<file path="src/rtl/ram_port_arbiter.sv">
// ram_port_arbiter: round-robin arbiter sharing one solver-RAM port among NUM_REQ requesters
// Ports:
//   clk, rst_n             clock, asynchronous active-low reset
//   req/req_wr             per-requester request and write flag (1 = write)
//   req_addr/req_wdata     packed per-requester address [i*AW +: AW] and data [i*DW +: DW]
//   req_lock               burst lock request (only with ARB_BURST_LOCK_EN defined)
//   gnt                    one-hot grant, transaction accepted at this posedge
//   rd_valid/rd_data       one-hot read-return tag and RAM read data, one cycle after a read grant
//   ram_address/ram_data_write/ram_WR_signal/ram_data_read   RAM port pins
// Optional feature macro: ARB_BURST_LOCK_EN (burst locking of the port to one requester).
module ram_port_arbiter #(
    parameter int DATA_WIDTH    = 64,
    parameter int ADDRESS_WIDTH = 10,
    parameter int NUM_REQ       = 3
) (
    input  logic                             clk,
    input  logic                             rst_n,
    input  logic [NUM_REQ-1:0]               req,
    input  logic [NUM_REQ-1:0]               req_wr,
    input  logic [NUM_REQ*ADDRESS_WIDTH-1:0] req_addr,
    input  logic [NUM_REQ*DATA_WIDTH-1:0]    req_wdata,
`ifdef ARB_BURST_LOCK_EN
    input  logic [NUM_REQ-1:0]               req_lock,
`endif
    output logic [NUM_REQ-1:0]               gnt,
    output logic [NUM_REQ-1:0]               rd_valid,
    output logic [DATA_WIDTH-1:0]            rd_data,
    output logic [ADDRESS_WIDTH-1:0]         ram_address,
    output logic [DATA_WIDTH-1:0]            ram_data_write,
    output logic                             ram_WR_signal,
    input  logic [DATA_WIDTH-1:0]            ram_data_read
);
    localparam int PW = $clog2(NUM_REQ);
    logic [PW-1:0] ptr, g;
    logic any, act;
    logic [NUM_REQ-1:0] elig;

    function automatic logic [PW-1:0] wrap(input int v);
        return PW'(v % NUM_REQ);
    endfunction

    // Scanning from the far end lets the nearest eligible requester after ptr win last.
    always_comb begin
        any = 1'b0;
        g = '0;
        for (int k = NUM_REQ - 1; k >= 0; k--) begin
            if (elig[wrap(int'(ptr) + k)]) begin
                any = 1'b1;
                g = wrap(int'(ptr) + k);
            end
        end
    end

    assign act = any && rst_n;
    assign gnt = act ? NUM_REQ'(1) << g : '0;
    assign ram_WR_signal = act && req_wr[g];
    assign ram_address = act ? req_addr[g*ADDRESS_WIDTH +: ADDRESS_WIDTH] : '0;
    assign ram_data_write = act ? req_wdata[g*DATA_WIDTH +: DATA_WIDTH] : '0;
    assign rd_data = ram_data_read;

    always_ff @(posedge clk or negedge rst_n) begin
        if (!rst_n) begin
            ptr <= '0;
            rd_valid <= '0;
        end else begin
            if (act) ptr <= wrap(int'(g) + 1);
            rd_valid <= (act && !req_wr[g]) ? gnt : '0;
        end
    end

`ifdef ARB_BURST_LOCK_EN
    logic lock_active;
    logic [PW-1:0] lock_owner;

    // ptr needs no special handling: only the owner is granted while locked,
    // so ptr already sits at owner+1 from the locking grant onward.
    assign elig = lock_active ? req & (NUM_REQ'(1) << lock_owner) : req;

    always_ff @(posedge clk or negedge rst_n) begin
        if (!rst_n) begin
            lock_active <= 1'b0;
            lock_owner <= '0;
        end else if (act) begin
            lock_active <= req_lock[g];
            lock_owner <= g;
        end else if (lock_active && !req_lock[lock_owner] && !req[lock_owner]) begin
            lock_active <= 1'b0;
        end
    end
`else
    assign elig = req;
`endif
endmodule

</file>
<file path="config.mk">
export PLATFORM = sky130hd
export DESIGN_NAME = ram_port_arbiter
export DESIGN_NICKNAME = d
export VERILOG_FILES = /design/src/rtl/ram_port_arbiter.sv
export SDC_FILE = /design/constraint.sdc
export NUM_CORES = 1
export LEC_CHECK = 0
export CAP_MARGIN = 40
export CORE_AREA = 2 2 169 171
export CTS_CLUSTER_SIZE = 10
export DETAILED_ROUTE_END_ITERATION = 10
export DIE_AREA = 0 0 171 173
export HOLD_SLACK_MARGIN = 0.05
export PLACE_DENSITY = 0.53
export SYNTH_ARGS = -nofsm -noshare
export SYNTH_HDL_FRONTEND = slang
export SYNTH_SLANG_ARGS = --single-unit
export TNS_END_PERCENT = 1
</file>
<file path="constraint.sdc">
create_clock -name clk -period 5.4 [get_ports clk]
set_input_delay 0.81 -clock clk [delete_from_list [all_inputs] [get_ports clk]]
set_output_delay 0.81 -clock clk [all_outputs]
set_load 0.1 [all_outputs]
</file>
==> impl_metrics.env, run 1 <==
export IMPL_ant_nets=0
export IMPL_synth_edf_count=0
export IMPL_critical_path_arrival_ns=3.20
export IMPL_nets=970
export IMPL_netlist_instances=455
export IMPL_ios=439
export IMPL_dieArea_sq_um=29600
export IMPL_antenna_found_initial=0
export IMPL_post_cts_buffers=0
export IMPL_wirelength_microns=14600
export IMPL_grt_start_max_net_pins=81
export IMPL_powerDensity_nw_per_um2=664
export IMPL_worst_slack_ns=1.39
export IMPL_vias=3928
export IMPL_ys_ff_latch=5
export IMPL_p_leak_nw=2.10
export IMPL_yosysSeqAreaShare=0.0490
export IMPL_final_cell_mix="232 x clkdlybuf4s50_1, 154 x nand2_1, 86 x buf_4"
export IMPL_crit_path_start="req[1]"
export IMPL_rsz0062_at_grt="false"
export IMPL_final_common_cell="clkdlybuf4s50_1"
export IMPL_cts_sinks=5
export IMPL_final_max_slew_violation_count=0
export IMPL_status="finished, final reports clean"
export IMPL_slowest_delay_ns=0.52
export IMPL_postCtsResizedCells=0
export IMPL_r2r_start="ptr[0]$_DFFE_PN0P_"
export IMPL_worst_slew_pin_transition_ns=0.717
export IMPL_synth_area_leaders="nand2_1 23%, buf_4 20%, a31oi_1 18%"
export IMPL_finalPower_mw=3.60
export IMPL_io_buffers=310
export IMPL_critPathKind="primary input to output port"
export IMPL_numCtsBuffers=3
export IMPL_yosys_warnings=0
export IMPL_htree_levels=1
export IMPL_cp_common_cell="buf_4"
export IMPL_fp_dieW_microns=171
export IMPL_maxSlewHeadroom=0.522
export IMPL_grt_remaining_overflow=0
export IMPL_finClkSkew_ns=0.000487
export IMPL_finalInstanceArea_sq_um=5430
export IMPL_setup_viol=0
export IMPL_max_cap_violations=0
export IMPL_worstSkewPairLatency_ns=0.23
export IMPL_path_cells="clkdlybuf4s50_1 -> mux2i_1 -> nor2_1 -> o41ai_4 -> buf_4 -> nand2_1 -> a31oi_1 -> buf_4"
export IMPL_syn_nets=752
export IMPL_grt_pass1_vias=3770
export IMPL_crit_fanout=37
export IMPL_period_minus_slack_ns=4.01
export IMPL_crit_slowest_cell="clkdlybuf4s50_1"
export IMPL_ir_drop_uv=262
export IMPL_cp_start_kind="primary input"
export IMPL_grt_use_total=0.0893
export IMPL_synth_cell_types=27
export IMPL_synthToLayoutAreaGrowth_pct=113
export IMPL_via_per_inst=3.74
export IMPL_grt_pass1_wl_microns=21200
export IMPL_hp_class="register to register"
export IMPL_ctsHoldBuffers=0
export IMPL_die_h_microns=173
export IMPL_r2r_end="rd_valid[0]$_DFF_PN0_"
export IMPL_endpoint="ram_data_write[25]"
export IMPL_avgSynthCellArea_sq_um=5.61
export IMPL_rrSetupSlack_ns=2.88
export IMPL_fin_crit_sh=0.742
export IMPL_start_util=0.0924
export IMPL_preCtsSetupSlack_ns=1.39
export IMPL_first_iter_violations=130
export IMPL_root_buffer="clkbuf_16"
export IMPL_cp_required_ns=4.59
export IMPL_tns_ns=0
export IMPL_cp_end_kind="output port"
export IMPL_synth_area_sq_um=2550
export IMPL_synth_top_cell_area_share=0.226
export IMPL_drtPass1Iterations=4
export IMPL_clock_fmax_mhz=249
export IMPL_postPlaceCellArea_sq_um=5350
export IMPL_ys_flop_type="dfrtp_1"
export IMPL_place_gp_congestion=0.770
export IMPL_synth_area_leader_cell="nand2_1"
export IMPL_finalHoldViolations=0
export IMPL_post_drt_wl_per_cell_microns=13.9
export IMPL_std_cell_rows=61
export IMPL_core_area_sq_um=27600
export IMPL_r2r_cells=8
export IMPL_place_hpwl_microns=11900
export IMPL_drc=0
export IMPL_synth_async_sr_flop_share=1.00
export IMPL_diodes=0
export IMPL_clkTransAtPathRegs_ns=0.03
export IMPL_cts_buffer_depth=2
export IMPL_drive_above_1_share=0.144
export IMPL_cts_tree="yes"
export IMPL_final_util=0.196
[area by class of cell]
type,count,area (sq um)
fillers,3174,22200
repair buffers,321,3010
multi-input cells,338,1720
well taps,378,473
flip-flops and latches,5,125
clock buffers,4,78.8
inverters,4,15.0
[cell families (layout without fill, tap and decap cells)]
family,Yosys count,in the layout,share of synthesized area
AO/OA/AOI/OAI,162,162,0.382
adder cells (fa/ha/maj),3,3,0.0147
buffers and inverters,112,329,0.281
flip-flops,5,5,0.0490
multiplexers,3,3,0.0118
AND/OR/NAND/NOR,170,170,0.261
[synth_stat cells (all sizes together), types with 3 or more instances]
master,n
nand2,154
buf,84
o21ai,76
a31oi,75
clkbuf,24
dfrtp,5
nor2,5
inv,4
nor3,4
ha,3
mux2i,3
nor2b,3
[per-layer routing]
layer  vias to the layer above  GRT usage  wire length (microns)
li1                       1949          -                      -
met3                        36     0.0213                   1220
met1                      1741     0.0997                   5590
met2                       202      0.164                   7350
met5                         -          0                      0
met4                         0     0.0300                    442
[worst min path at each step]
stage / depth (start not counted) / end / slack [ns] / start
after floorplan: 0 / ptr[0]$_DFFE_PN0P_ / 0.51 / rst_n
after global placement: 2 / ptr[1]$_DFFE_PN0P_ / 0.62 / ptr[1]$_DFFE_PN0P_
after detailed placement: 2 / ptr[1]$_DFFE_PN0P_ / 0.64 / ptr[1]$_DFFE_PN0P_
after CTS: 3 / ptr[0]$_DFFE_PN0P_ / 0.65 / ptr[0]$_DFFE_PN0P_
after global routing: 2 / ptr[1]$_DFFE_PN0P_ / 0.70 / ptr[1]$_DFFE_PN0P_
final: 2 / ptr[1]$_DFFE_PN0P_ / 0.64 / ptr[1]$_DFFE_PN0P_
[stage by stage]
stage / hold slack, ns / cells
after floorplan: 0.514 / 455
after global placement: 0.620 / 1043
after detailed placement: 0.639 / 1046
after CTS: 0.651 / 1050
after global routing: 0.695 / 1050
final: 0.636 / 1050
[flip-flops by register name, summed over array words and instances, names as in the netlist]
name,count
ptr,2
rd_valid,3
[where the power goes]
group,internal (mW),leakage [nW],switching (mW)
Sequential,0.0486,0.0661,0.00561
Combinational,0.765,2.00,2.66
Clock,0.0979,0.0382,0.0250
Total,0.912,2.10,2.69
[worst max-delay path, delay by kind of cell]
| kind | cells | cell delay [ns] |
|---|---|---|
| AO/OA/AOI/OAI | 2 | 0.59 |
| buffers and inverters | 3 | 1.28 |
| multiplexers | 1 | 0.25 |
| AND/OR/NAND/NOR | 2 | 0.22 |
No activity file was read; power rests on OpenSTA's default activity.
==> inputs of run 2 (changes only) <==
--- a/config.mk
+++ b/config.mk
@@ -11,7 +11,7 @@
 export DETAILED_ROUTE_END_ITERATION = 10
 export DIE_AREA = 0 0 171 173
 export HOLD_SLACK_MARGIN = 0.05
-export PLACE_DENSITY = 0.53
+export PLACE_DENSITY = 0.54
 export SYNTH_ARGS = -nofsm -noshare
 export SYNTH_HDL_FRONTEND = slang
 export SYNTH_SLANG_ARGS = --single-unit
==> constraint.sdc (replaced) <==
create_clock -name clk -period 3.3 [get_ports clk]
set_input_delay 0.495 -clock clk [delete_from_list [all_inputs] [get_ports clk]]
set_output_delay 0.495 -clock clk [all_outputs]
set_load 0.1 [all_outputs]
==> impl_metrics.env, run 2 (synthesis gave the netlist of run 1 again) <==
export IMPL_crit_fanout=8
export IMPL_hp_class="primary input to asynchronous set/reset pin"
export IMPL_powerDensity_nw_per_um2=1130
export IMPL_io_buffers=310
export IMPL_ios=439
export IMPL_ctsHoldBuffers=0
export IMPL_cp_end_kind="output port"
export IMPL_root_buffer="clkbuf_16"
export IMPL_first_iter_violations=143
export IMPL_dp_cells=1058
export IMPL_nets=998
export IMPL_std_cell_rows=61
export IMPL_critPathKind="register to output port"
export IMPL_crit_slowest_cell="dfrtp_1"
export IMPL_wirelength_microns=17900
export IMPL_antenna_found_initial=0
export IMPL_finalInstanceArea_sq_um=7280
export IMPL_finalNonFillerCells=1078
export IMPL_drive_above_1_share=0.267
export IMPL_ant_nets=0
export IMPL_largest_reg_flops=3
export IMPL_drtPass1Iterations=4
export IMPL_grt_pass1_wl_microns=22400
export IMPL_slowest_delay_ns=0.43
export IMPL_nFillCells=2988
export IMPL_maxSlewHeadroom=0.681
export IMPL_die_h_microns=173
export IMPL_worst_slew_pin_transition_ns=0.474
export IMPL_cts_buffer_depth=2
export IMPL_cp_start_kind="register"
export IMPL_clock_fmax_mhz=311
export IMPL_dieArea_sq_um=29600
export IMPL_worst_slack_ns=0.0874
export IMPL_drc=0
export IMPL_final_cell_mix="229 x clkdlybuf4s50_1, 154 x nand2_1, 87 x buf_12"
export IMPL_critPathBufInv=5
export IMPL_start_util=0.0924
export IMPL_grt_start_max_net_pins=65
export IMPL_vias=4147
export IMPL_cts_tree="yes"
export IMPL_worstSkewPairLatency_ns=0.23
export IMPL_place_gp_congestion=0.803
export IMPL_final_max_slew_violation_count=0
export IMPL_fp_dieW_microns=171
export IMPL_final_common_cell="clkdlybuf4s50_1"
export IMPL_p_leak_nw=2.66
export IMPL_via_per_inst=3.85
export IMPL_status="finished, final reports clean"
export IMPL_cts_sinks=5
export IMPL_clkTransAtPathRegs_ns=0.03
export IMPL_place_hpwl_microns=12700
export IMPL_tns_ns=0
export IMPL_preCtsSetupSlack_ns=0.0887
export IMPL_grt_pass1_vias=3921
export IMPL_core_area_sq_um=27600
export IMPL_fin_crit_sh=0.974
export IMPL_grt_use_total=0.0958
export IMPL_critical_path_arrival_ns=2.72
export IMPL_numCtsBuffers=3
export IMPL_finalHoldViolations=0
export IMPL_path_delay_family="compound AO/OA/AOI/OAI gates"
export IMPL_largest_register="rd_valid"
export IMPL_setup_viol=0
export IMPL_period_minus_slack_ns=3.21
export IMPL_postPlaceCellArea_sq_um=6770
export IMPL_synthToLayoutAreaGrowth_pct=185
export IMPL_finClkSkew_ns=0.00138
export IMPL_htree_levels=1
export IMPL_path_cells="inv_2 -> ha_4 -> nor2b_1 -> o21a_2 -> o41ai_4 -> buf_6 -> buf_8 -> clkbuf_16 -> nand2_1 -> a31oi_2 -> buf_12"
export IMPL_cp_required_ns=2.80
export IMPL_diodes=0
export IMPL_grt_remaining_overflow=0
export IMPL_ir_drop_uv=497
export IMPL_final_util=0.263
export IMPL_top_regs="rd_valid: 3 flops, ptr: 2 flops"
export IMPL_max_cap_violations=0
export IMPL_post_drt_wl_per_cell_microns=16.6
run 2: where the power goes:
group	leakage [nW]	switching (mW)	total [mW]	internal, mW
registers	0.0661	0.0130	0.0925	0.0795
clock network	0.0382	0.0443	0.205	0.161
logic	2.55	5.06	7.89	2.84
total	2.66	5.11	8.19	3.08
run 2: worst paths after layout:
check                                        start                    end  slack [ns]  depth (start not counted)
worst max-delay path            ptr[1]$_DFFE_PN0P_     ram_data_write[34]        0.09                         11
worst min-delay path                         rst_n     ptr[1]$_DFFE_PN0P_        0.60                          2
worst max register to register  ptr[1]$_DFFE_PN0P_  rd_valid[0]$_DFF_PN0_        1.05                         10
worst min register to register  ptr[1]$_DFFE_PN0P_     ptr[1]$_DFFE_PN0P_        0.68                          2
max in group asynchronous                    rst_n  rd_valid[2]$_DFF_PN0_        2.59                          2
min in group clk                ptr[1]$_DFFE_PN0P_     ptr[1]$_DFFE_PN0P_        0.68                          2
run 2: worst register-to-register path: stages (launching register included):
cell and delay (ns):
dfrtp_1 0.43, inv_2 0.11, ha_4 0.19, nor2b_1 0.09
o21a_2 0.27, o41ai_4 0.42, buf_6 0.19, buf_8 0.13
buf_6 0.14, buf_4 0.12, nor3_1 0.04
run 2: through the flow:
stage | total power, mW | hold WS (ns)
after global placement | 7.36 | 0.596
after floorplan | 5.04 | 0.199
final | 8.19 | 0.599
after detailed placement | 7.39 | 0.607
after CTS | 7.62 | 0.609
after global routing | 8.50 | 0.628
run 2: routing by layer:
| layer | track usage | part of all wire |
|---|---|---|
| met5 | 0 | 0 |
| met4 | 0.0388 | 0.024 |
| met3 | 0.0263 | 0.088 |
| met2 | 0.175 | 0.51 |
| met1 | 0.103 | 0.38 |
run 2: layout make-up:
| cell class | count | area [sq um] | area share |
|---|---|---|---|
| repair buffers | 349 | 4450 | 0.611 |
| multi-input cells | 338 | 2140 | 0.294 |
| well taps | 378 | 473 | 0.0650 |
| flip-flops and latches | 5 | 125 | 0.0172 |
| clock buffers | 4 | 78.8 | 0.0108 |
| inverters | 4 | 15.0 | 0.00206 |
run 2: timing repair:
item,4_1_cts,5_1_grt
gates resized for setup,2,37
endpoints found under the setup margin,33,78
buffers inserted,0,8
pin swaps,0,6
gates cloned,0,8
